--- src/rtl/cosim_chk_pkg.sv ---
// rtl/cosim_chk_pkg.sv - shared constants and types for the cosim output checker
package cosim_chk_pkg;

   parameter int unsigned EXP_VAL = 32'd13;

   localparam int unsigned CHK_CNT_W = 8;

   typedef enum logic [1:0] {
      IDLE  = 2'd0,
      RUN   = 2'd1,
      DRAIN = 2'd2,
      DONE  = 2'd3
   } chk_state_e;

endpackage

--- src/rtl/cosim_chk_stage.sv ---
// rtl/cosim_chk_stage.sv - stage-2 compare, mismatch counter and first-bad capture
module cosim_chk_stage
   import cosim_chk_pkg::*;
#(
   parameter int unsigned      WIDTH    = 128,
   parameter int unsigned      NSAMPLES = 16,
   parameter logic [WIDTH-1:0] EXPECTED = WIDTH'(EXP_VAL)
) (
   input  logic                 clk,
   input  logic                 rst,
   input  logic                 clear,
   input  logic                 s1_vld,
   input  logic [WIDTH-1:0]     s1_data,
   input  logic [CHK_CNT_W-1:0] s1_idx,
   output logic [CHK_CNT_W-1:0] mismatch_count,
   output logic [CHK_CNT_W-1:0] first_bad_idx,
   output logic [WIDTH-1:0]     first_bad_data,
   output logic                 last_retired
);

   localparam logic [CHK_CNT_W-1:0] LAST_IDX = CHK_CNT_W'(NSAMPLES - 1);

   logic [CHK_CNT_W-1:0] mis_cnt_q, mis_cnt_d;
   logic [CHK_CNT_W-1:0] bad_idx_q, bad_idx_d;
   logic [WIDTH-1:0]     bad_data_q, bad_data_d;
   logic                 last_ret_q, last_ret_d;

   always_comb begin
      mis_cnt_d  = mis_cnt_q;
      bad_idx_d  = bad_idx_q;
      bad_data_d = bad_data_q;
      last_ret_d = 1'b0;
      if (clear) begin
         mis_cnt_d  = '0;
         bad_idx_d  = '0;
         bad_data_d = '0;
      end else if (s1_vld) begin
         last_ret_d = (s1_idx == LAST_IDX);
         if (s1_data != EXPECTED) begin
            mis_cnt_d = mis_cnt_q + CHK_CNT_W'(1);
            // An empty counter means no earlier mismatch in this window.
            if (mis_cnt_q == '0) begin
               bad_idx_d  = s1_idx;
               bad_data_d = s1_data;
            end
         end
      end
   end

   always_ff @(posedge clk or posedge rst) begin
      if (rst) begin
         mis_cnt_q  <= '0;
         bad_idx_q  <= '0;
         bad_data_q <= '0;
         last_ret_q <= 1'b0;
      end else begin
         mis_cnt_q  <= mis_cnt_d;
         bad_idx_q  <= bad_idx_d;
         bad_data_q <= bad_data_d;
         last_ret_q <= last_ret_d;
      end
   end

   assign mismatch_count = mis_cnt_q;
   assign first_bad_idx  = bad_idx_q;
   assign first_bad_data = bad_data_q;
   assign last_retired   = last_ret_q;

endmodule

--- config.mk ---
export PLATFORM = sky130hd
export DESIGN_NAME = cosim_chk_stage
export DESIGN_NICKNAME = d
export VERILOG_FILES = /design/src/rtl/cosim_chk_pkg.sv /design/src/rtl/cosim_chk_stage.sv
export SDC_FILE = /design/constraint.sdc
export NUM_CORES = 1
export LEC_CHECK = 0
export CAP_MARGIN = 25
export CORE_ASPECT_RATIO = 0.9
export CORE_MARGIN = 4
export CORE_UTILIZATION = 46
export CTS_BUF_LIST = sky130_fd_sc_hd__clkbuf_8
export CTS_CLUSTER_DIAMETER = 30
export DETAILED_ROUTE_END_ITERATION = 7
export GPL_TIMING_DRIVEN = 0
export PLACE_DENSITY_LB_ADDON = 0.12
export RECOVER_POWER = 25
export SLEW_MARGIN = 20
export SYNTH_ARGS = -nofsm -noshare
export SYNTH_HDL_FRONTEND = slang
export SYNTH_SLANG_ARGS = --single-unit
--- constraint.sdc ---
create_clock -name clk -period 8.6 [get_ports clk]
set_clock_uncertainty 0.05 [all_clocks]
set_input_delay 2.58 -clock clk [delete_from_list [all_inputs] [get_ports clk]]
set_output_delay 2.58 -clock clk [all_outputs]
set_load 0.01 [all_outputs]
==> results by group, run 1 <==
Timing
  – Final setup viols: 0
  – Final period utilization: 58.2%
  – Final worst slack: 3.60 ns
  – Max Fclk: 200 MHz
  – Final hold slack: 0.468 ns
  – Worst-margin pin slew: 2.47 ns
  – Slew headroom: -65.4%
  – RSZ-0062 raised after global routing: false
  – Period minus WS final: 5.00 ns
  – Pins over their slew limit: 54
  – Final-report hold violation count: 0

Final layout
  – Finished Cell Area: 0.00969 mm²
  – Layout Utilization: 72.5%
  – P&R area growth vs syn: 54.2%
  – Diodes inserted: 0
  – Share of layout cells above drive strength 1: 6.26%
  – Nets: 1154

Drt
  – DR iter-0 viols: 367
  – Initial DRT Pass Iterations: 5
  – DR DRC count: 0
  – Vias/cell: 5.31
  – Routed Antenna Nets: 0
  – DR WL/cell: 18.1 µm
  – Via count: 6328
  – Drt total wl: 21600 µm

Outcome
  – Failing checks: max-capacitance violations, max-slew violations
  – Status: complete, but fails checks

Logic synthesis
  – Synth Register Bits: 145
  – Post-synth top area share: 57.7%
  – Mean Syn Cell Area: 8.87 µm²
  – Synth warn: 0
  – Sequential area share after synthesis: 57.7%
  – Synth Cell Area: 0.00629 mm²
  – Synth top area cells: dfrtp_1 (58%), nand2_1 (16%), a21oi_1 (11%), nor4_1 (3.8%), buf_2 (1.8%)
  – Cells after synthesis: 709
  – Post-Syn Nets: 851
  – Leading area contributor after synthesis: dfrtp_1
  – Distinct cells, synth: 31

Setup path
  – Req. time, crit path: 8.86 ns
  – Critical path endpoint category: flip-flop
  – Critical path cell sequence: clkdlybuf4s50_1 > nor4_1 > nand4_1 > nor4_2 > a311oi_1 > buf_4 > buf_6 > buf_2 > nand2_1 > a21oi_1
  – CP max stage cell: nor4_1
  – Startpoint class of the critical path: input port
  – Arr. time, crit path: 5.26 ns
  – Slowest Stage Delay on Critical Path: 0.58 ns
  – Type of the worst setup path: input port to flip-flop
  – Max Fanout on Critical Path: 10

Clock network
  – CTS tree: done
  – Post-CTS setup buffers: 0
  – Htree depth: 4
  – CTS buffer count: 17
  – Root Buffer: clkbuf_8
  – CTS Buffer Depth: 2
  – CTS resizes: 0
  – Clock sink count: 145
  – Hold_buf cts: 0
  – Clk slew on worst S/H paths: 0.07 ns
  – Worst-Skew Late Latency: 0.44 ns

Placement
  – Gp weighted congestion: 0.850
  – DP Worst Slack: 3.15 ns
  – Placed Area: 0.00936 mm²
  – I/O Buffers: 283
  – DP HPWL: 16700 µm

Pwr
  – Leak Pwr: 4.05 nW
  – Final Power: 0.00160 W
  – Pwr/cell area: 165 mW/mm²
  – Maximum vdd drop: 121 µV

Job
  – Maxcap violations: 1

Floorplanning
  – Die footprint: 0.0156 mm²
  – I/O pin count: 285
  – Starting Density: 47.0%
  – # rows: 40
  – CORE AREA: 0.0134 mm²
  – Chip height: 119 µm
  – Die X: 131 µm

Hold path
  – Hold crit path type: flip-flop to flip-flop

Global route
  – GRT overflow: 0
  – Initial antenna violation count: 0
  – First-pass GRT wire length: 33300 µm
  – Number of global-route vias before repair: 6219
  – Gr usage total: 27.2%
  – Largest net degree at the start of global routing: 93
==> final cells by class <==
class,count,area (µm²)
Buffer,47,256
Clock inverter,9,43.8
Tap cell,168,210
Inverter,7,27.5
Sequential cell,145,3630
Fill cell,1044,3670
Clock buffer,21,289
Timing Repair Buffer,284,2860
Multi-Input combinational cell,510,2370
==> Yosys cell counts, drive strengths merged <==
library cell / instances
a31oi: 1
dfrtp: 145
nor3: 4
ha: 2
nor2b: 4
or4: 2
mux2i: 1
or4b: 1
and4: 1
a21oi: 137
clkbuf: 17
nand2: 275
xnor2: 1
nor4: 39
buf: 30
a41o: 3
nor2: 11
mux2: 2
nand2b: 1
a31o: 2
a311oi: 4
and3: 2
nand4: 10
inv: 7
nand4b: 2
nor4b: 2
nand3: 3
==> sequential cells by signal, indices dropped and copies added (netlist names) <==
register	cells
mismatch_count	8
first_bad_idx	8
first_bad_data	128
last_retired	1
==> placed cells by master (no fill, tap or decap), types with 5 or more instances in the layout <==
master           count
dfrtp_1            145
buf_2               22
a21oi_1            137
nor2_1              11
inv_1                9
nor4_1              38
nand2_1            275
clkdlybuf4s50_1    281
clkbuf_1            17
clkbuf_8            21
buf_6                6
clkinv_2             5
nand4_1             10
==> through the flow <==
step / cells / setup TNS, ns
floorplan: 709 / 0
global placement: 1160 / -0.131
detailed placement: 1161 / 0
CTS: 1191 / 0
global route: 1191 / 0
finish: 1191 / 0
==> critical path, delay by kind of cell <==
family                 cells  cell delay (ns)
buffers and inverters      4             1.02
AO/OA/AOI/OAI              2             0.25
AND/OR/NAND/NOR            4             1.40
==> kinds of logic (layout without fill, tap and decap cells) <==
group                    Yosys count  after routing  synth area share, %
XOR/XNOR                           1              1                0.139
AO/OA/AOI/OAI                    147            147                 12.3
adder cells (fa/ha/maj)            2              2                0.398
flip-flops                       145            145                 57.7
AND/OR/NAND/NOR                  357            357                 24.4
buffers and inverters             54            368                 4.50
multiplexers                       3              3                0.517
==> worst paths after layout <==
check	start	end	slack, ns	cells past startpoint
hold / removal	first_bad_data[56]	first_bad_data[56]	0.47	2
setup / recovery	s1_data[85]	first_bad_data[50]	3.60	10
max in group asynchronous	rst	first_bad_data[125]	4.05	3
min in group asynchronous	rst	first_bad_data[89]	3.22	2
setup reg to reg	mismatch_count[0]	first_bad_data[50]	6.14	10
hold reg to reg	first_bad_data[56]	first_bad_data[56]	0.47	2
==> routing by layer <==
metal	share of wire, %	up-vias	GRT usage, %
met2	48	248	45.5
met3	8.1	41	9.08
met5	0	-	0
met1	40	3032	32.9
li1	-	3007	-
met4	3.2	0	9.91
==> report_power, final <==
group          internal [W]  switching [W]
logic              0.000190       0.000189
registers          0.000728      0.0000263
clock network      0.000221       0.000244
Note: power is estimated with default switching activity, not from simulation.
==> run 2: changes to the inputs <==
--- a/config.mk
+++ b/config.mk
@@ -8,7 +8,7 @@
 export CAP_MARGIN = 25
 export CORE_ASPECT_RATIO = 0.9
 export CORE_MARGIN = 4
-export CORE_UTILIZATION = 46
+export CORE_UTILIZATION = 43
 export CTS_BUF_LIST = sky130_fd_sc_hd__clkbuf_8
 export CTS_CLUSTER_DIAMETER = 30
 export DETAILED_ROUTE_END_ITERATION = 7
==> constraint.sdc (replaced) <==
create_clock -name clk -period 5.05 [get_ports clk]
set_clock_uncertainty 0.05 [all_clocks]
set_input_delay 1.515 -clock clk [delete_from_list [all_inputs] [get_ports clk]]
set_output_delay 1.515 -clock clk [all_outputs]
set_load 0.01 [all_outputs]
==> run 2 against run 1 <==
Compared with the run above:
- clock-buffer cell count rose by 1
- the run now ends clean
- non-clock buffer count rose by 5
- routed wire length is 2.8% higher
- global-route usage is 0.53 points lower
- utilization decreased by 2.7 points
- final cell count up 2.7%
==> results by group, run 2 (same netlist as run 1, synthesis figures left out) <==
Drt
  – DR WL/cell: 18.2 µm
  – DR iter-0 viols: 347
  – Routed Antenna Nets: 0
  – DR DRC count: 0
  – Drt total wl: 22200 µm
  – Initial DRT Pass Iterations: 4
  – Vias/cell: 5.20
  – Via count: 6357

Floorplanning
  – Starting Density: 44.4%
  – Chip height: 123 µm
  – I/O pin count: 285
  – Die footprint: 0.0166 mm²
  – Die X: 135 µm
  – CORE AREA: 0.0142 mm²
  – # rows: 41

Timing
  – Pins over their slew limit: 0
  – Final setup viols: 0
  – Max Fclk: 248 MHz
  – RSZ-0062 raised after global routing: false
  – TNS Setup: 0 ns
  – Period minus WS final: 4.03 ns
  – Final worst slack: 1.02 ns
  – Worst-margin pin slew: 1.20 ns
  – Slew headroom: 19.9%
  – Final period utilization: 79.7%
  – Final-report hold violation count: 0

Setup path
  – Startpoint class of the critical path: input port
  – R2r worst-path depth: 10
  – R2r startpoint: mismatch_count[0]
  – FF-to-FF setup slack: 2.61 ns
  – CP Launch Point: rst
  – FF-to-FF End: first_bad_data[51]
  – Req. time, crit path: 5.39 ns
  – Worst setup path end: first_bad_data[79]
  – Arr. time, crit path: 4.37 ns
  – Slowest Stage Delay on Critical Path: 0.94 ns
  – Critical path endpoint category: asynchronous set/reset pin
  – Critical path cell sequence: dlygate4sd3_1 > clkinvlp_2 > clkbuf_1 > clkbuf_1
  – CP max stage cell: clkbuf_1
  – Cell repeated most along the worst path: clkbuf_1
  – Type of the worst setup path: input port to asynchronous set/reset pin
  – Max Fanout on Critical Path: 21

Clock network
  – Root Buffer: clkbuf_8
  – Worst-Skew Late Latency: 0.44 ns
  – Htree depth: 4
  – Clk slew on worst S/H paths: 0.08 ns
  – CTS Buffer Depth: 2
  – CTS tree: done
  – Clock sink count: 145
  – Hold_buf cts: 0
  – CTS buffer count: 17
  – CTS resizes: 0
  – Post-CTS setup buffers: 0

Global route
  – First-pass GRT wire length: 34100 µm
  – Largest net degree at the start of global routing: 32
  – Gr usage total: 26.6%
  – Number of global-route vias before repair: 6205
  – GRT overflow: 0
  – Initial antenna violation count: 0

Final layout
  – Nets: 1159
  – Commonest non-fill, non-tap cell in the layout: clkdlybuf4s50_1
  – Share of layout cells above drive strength 1: 6.89%
  – P&R area growth vs syn: 57.2%
  – Filler instances: 1160
  – Most frequent cells in the layout: clkdlybuf4s50_1 (282), nand2_1 (275), dfrtp_1 (145)
  – Max reg flops: 128
  – Diodes inserted: 0

Pwr
  – Pwr/cell area: 296 mW/mm²
  – Maximum vdd drop: 204 µV
  – Leak Pwr: 4.11 nW

Job
  – Maxcap violations: 0

Placement
  – Gp weighted congestion: 0.830
  – DP HPWL: 17300 µm
  – I/O Buffers: 283
  – DP Worst Slack: 0.733 ns

Hold path
  – Hold crit path type: flip-flop to flip-flop

Outcome
  – Status: finished clean
run 2: changes by cell type in the layout (fill, tap and decap cells not counted):
cell	delta
clkinvlp_4	+2
clkbuf_1	+2
inv_1	-2
clkbuf_2	+1
dlygate4sd3_1	-1
buf_12	+1
bufinv_16	+3
clkbuf_8	+1
clkinv_2	-2
buf_16	+1
clkdlybuf4s50_1	+1
run 2: worst min-delay path by stage:
stage                     cells past startpoint  slack [ns]                start             endpoint
after detailed placement                      2        0.46   first_bad_data[15]   first_bad_data[15]
final                                         2        0.47   first_bad_data[31]   first_bad_data[31]
after global placement                        2        0.45  first_bad_data[111]  first_bad_data[111]
after global routing                          2        0.49  first_bad_data[116]  first_bad_data[116]
after CTS                                     2        0.47   first_bad_data[68]   first_bad_data[68]
after floorplan                               2        0.50   first_bad_data[47]   first_bad_data[47]
run 2: metal layers:
| layer | wire length, µm | vias to the layer above | track usage, % |
|---|---|---|---|
| met5 | 0 | - | 0 |
| li1 | - | 3016 | - |
| met4 | 469 | 0 | 9.01 |
| met2 | 10800 | 257 | 43.8 |
| met3 | 1940 | 29 | 8.44 |
| met1 | 9010 | 3055 | 33.6 |
run 2: through the flow:
step                instances  area (µm²)  hold WS, ns  power [W]  utilization, %
floorplan                 709        6290        0.500    0.00157               -
global placement         1185        9360        0.454    0.00194            66.1
detailed placement       1191        9510        0.461    0.00197            67.2
CTS                      1223        9950        0.472    0.00296            70.3
global route             1223        9880        0.489    0.00306            69.8
finish                   1223        9880        0.467    0.00293            69.8
run 2: final cells by class:
| cell class | count | area, µm² | area share [%] |
|---|---|---|---|
| Timing Repair Buffer | 289 | 2920 | 29.5 |
| Inverter | 7 | 27.5 | 0.279 |
| Clock buffer | 22 | 303 | 3.06 |
| Buffer | 47 | 256 | 2.60 |
| Tap cell | 193 | 241 | 2.44 |
| Clock inverter | 10 | 131 | 1.33 |
| Multi-Input combinational cell | 510 | 2370 | 24.0 |
| Sequential cell | 145 | 3630 | 36.7 |
run 2: power breakdown:
group          leakage, nW  switching [W]  internal (W)  total (W)
clock network        0.218       0.000441      0.000550   0.000991
logic                 1.93       0.000324      0.000328   0.000652
registers             1.96      0.0000452       0.00124    0.00128
run 2: worst max-delay path, delay by kind of cell:
family / cells / cell delay [ns]
buf+inv: 4 / 2.84
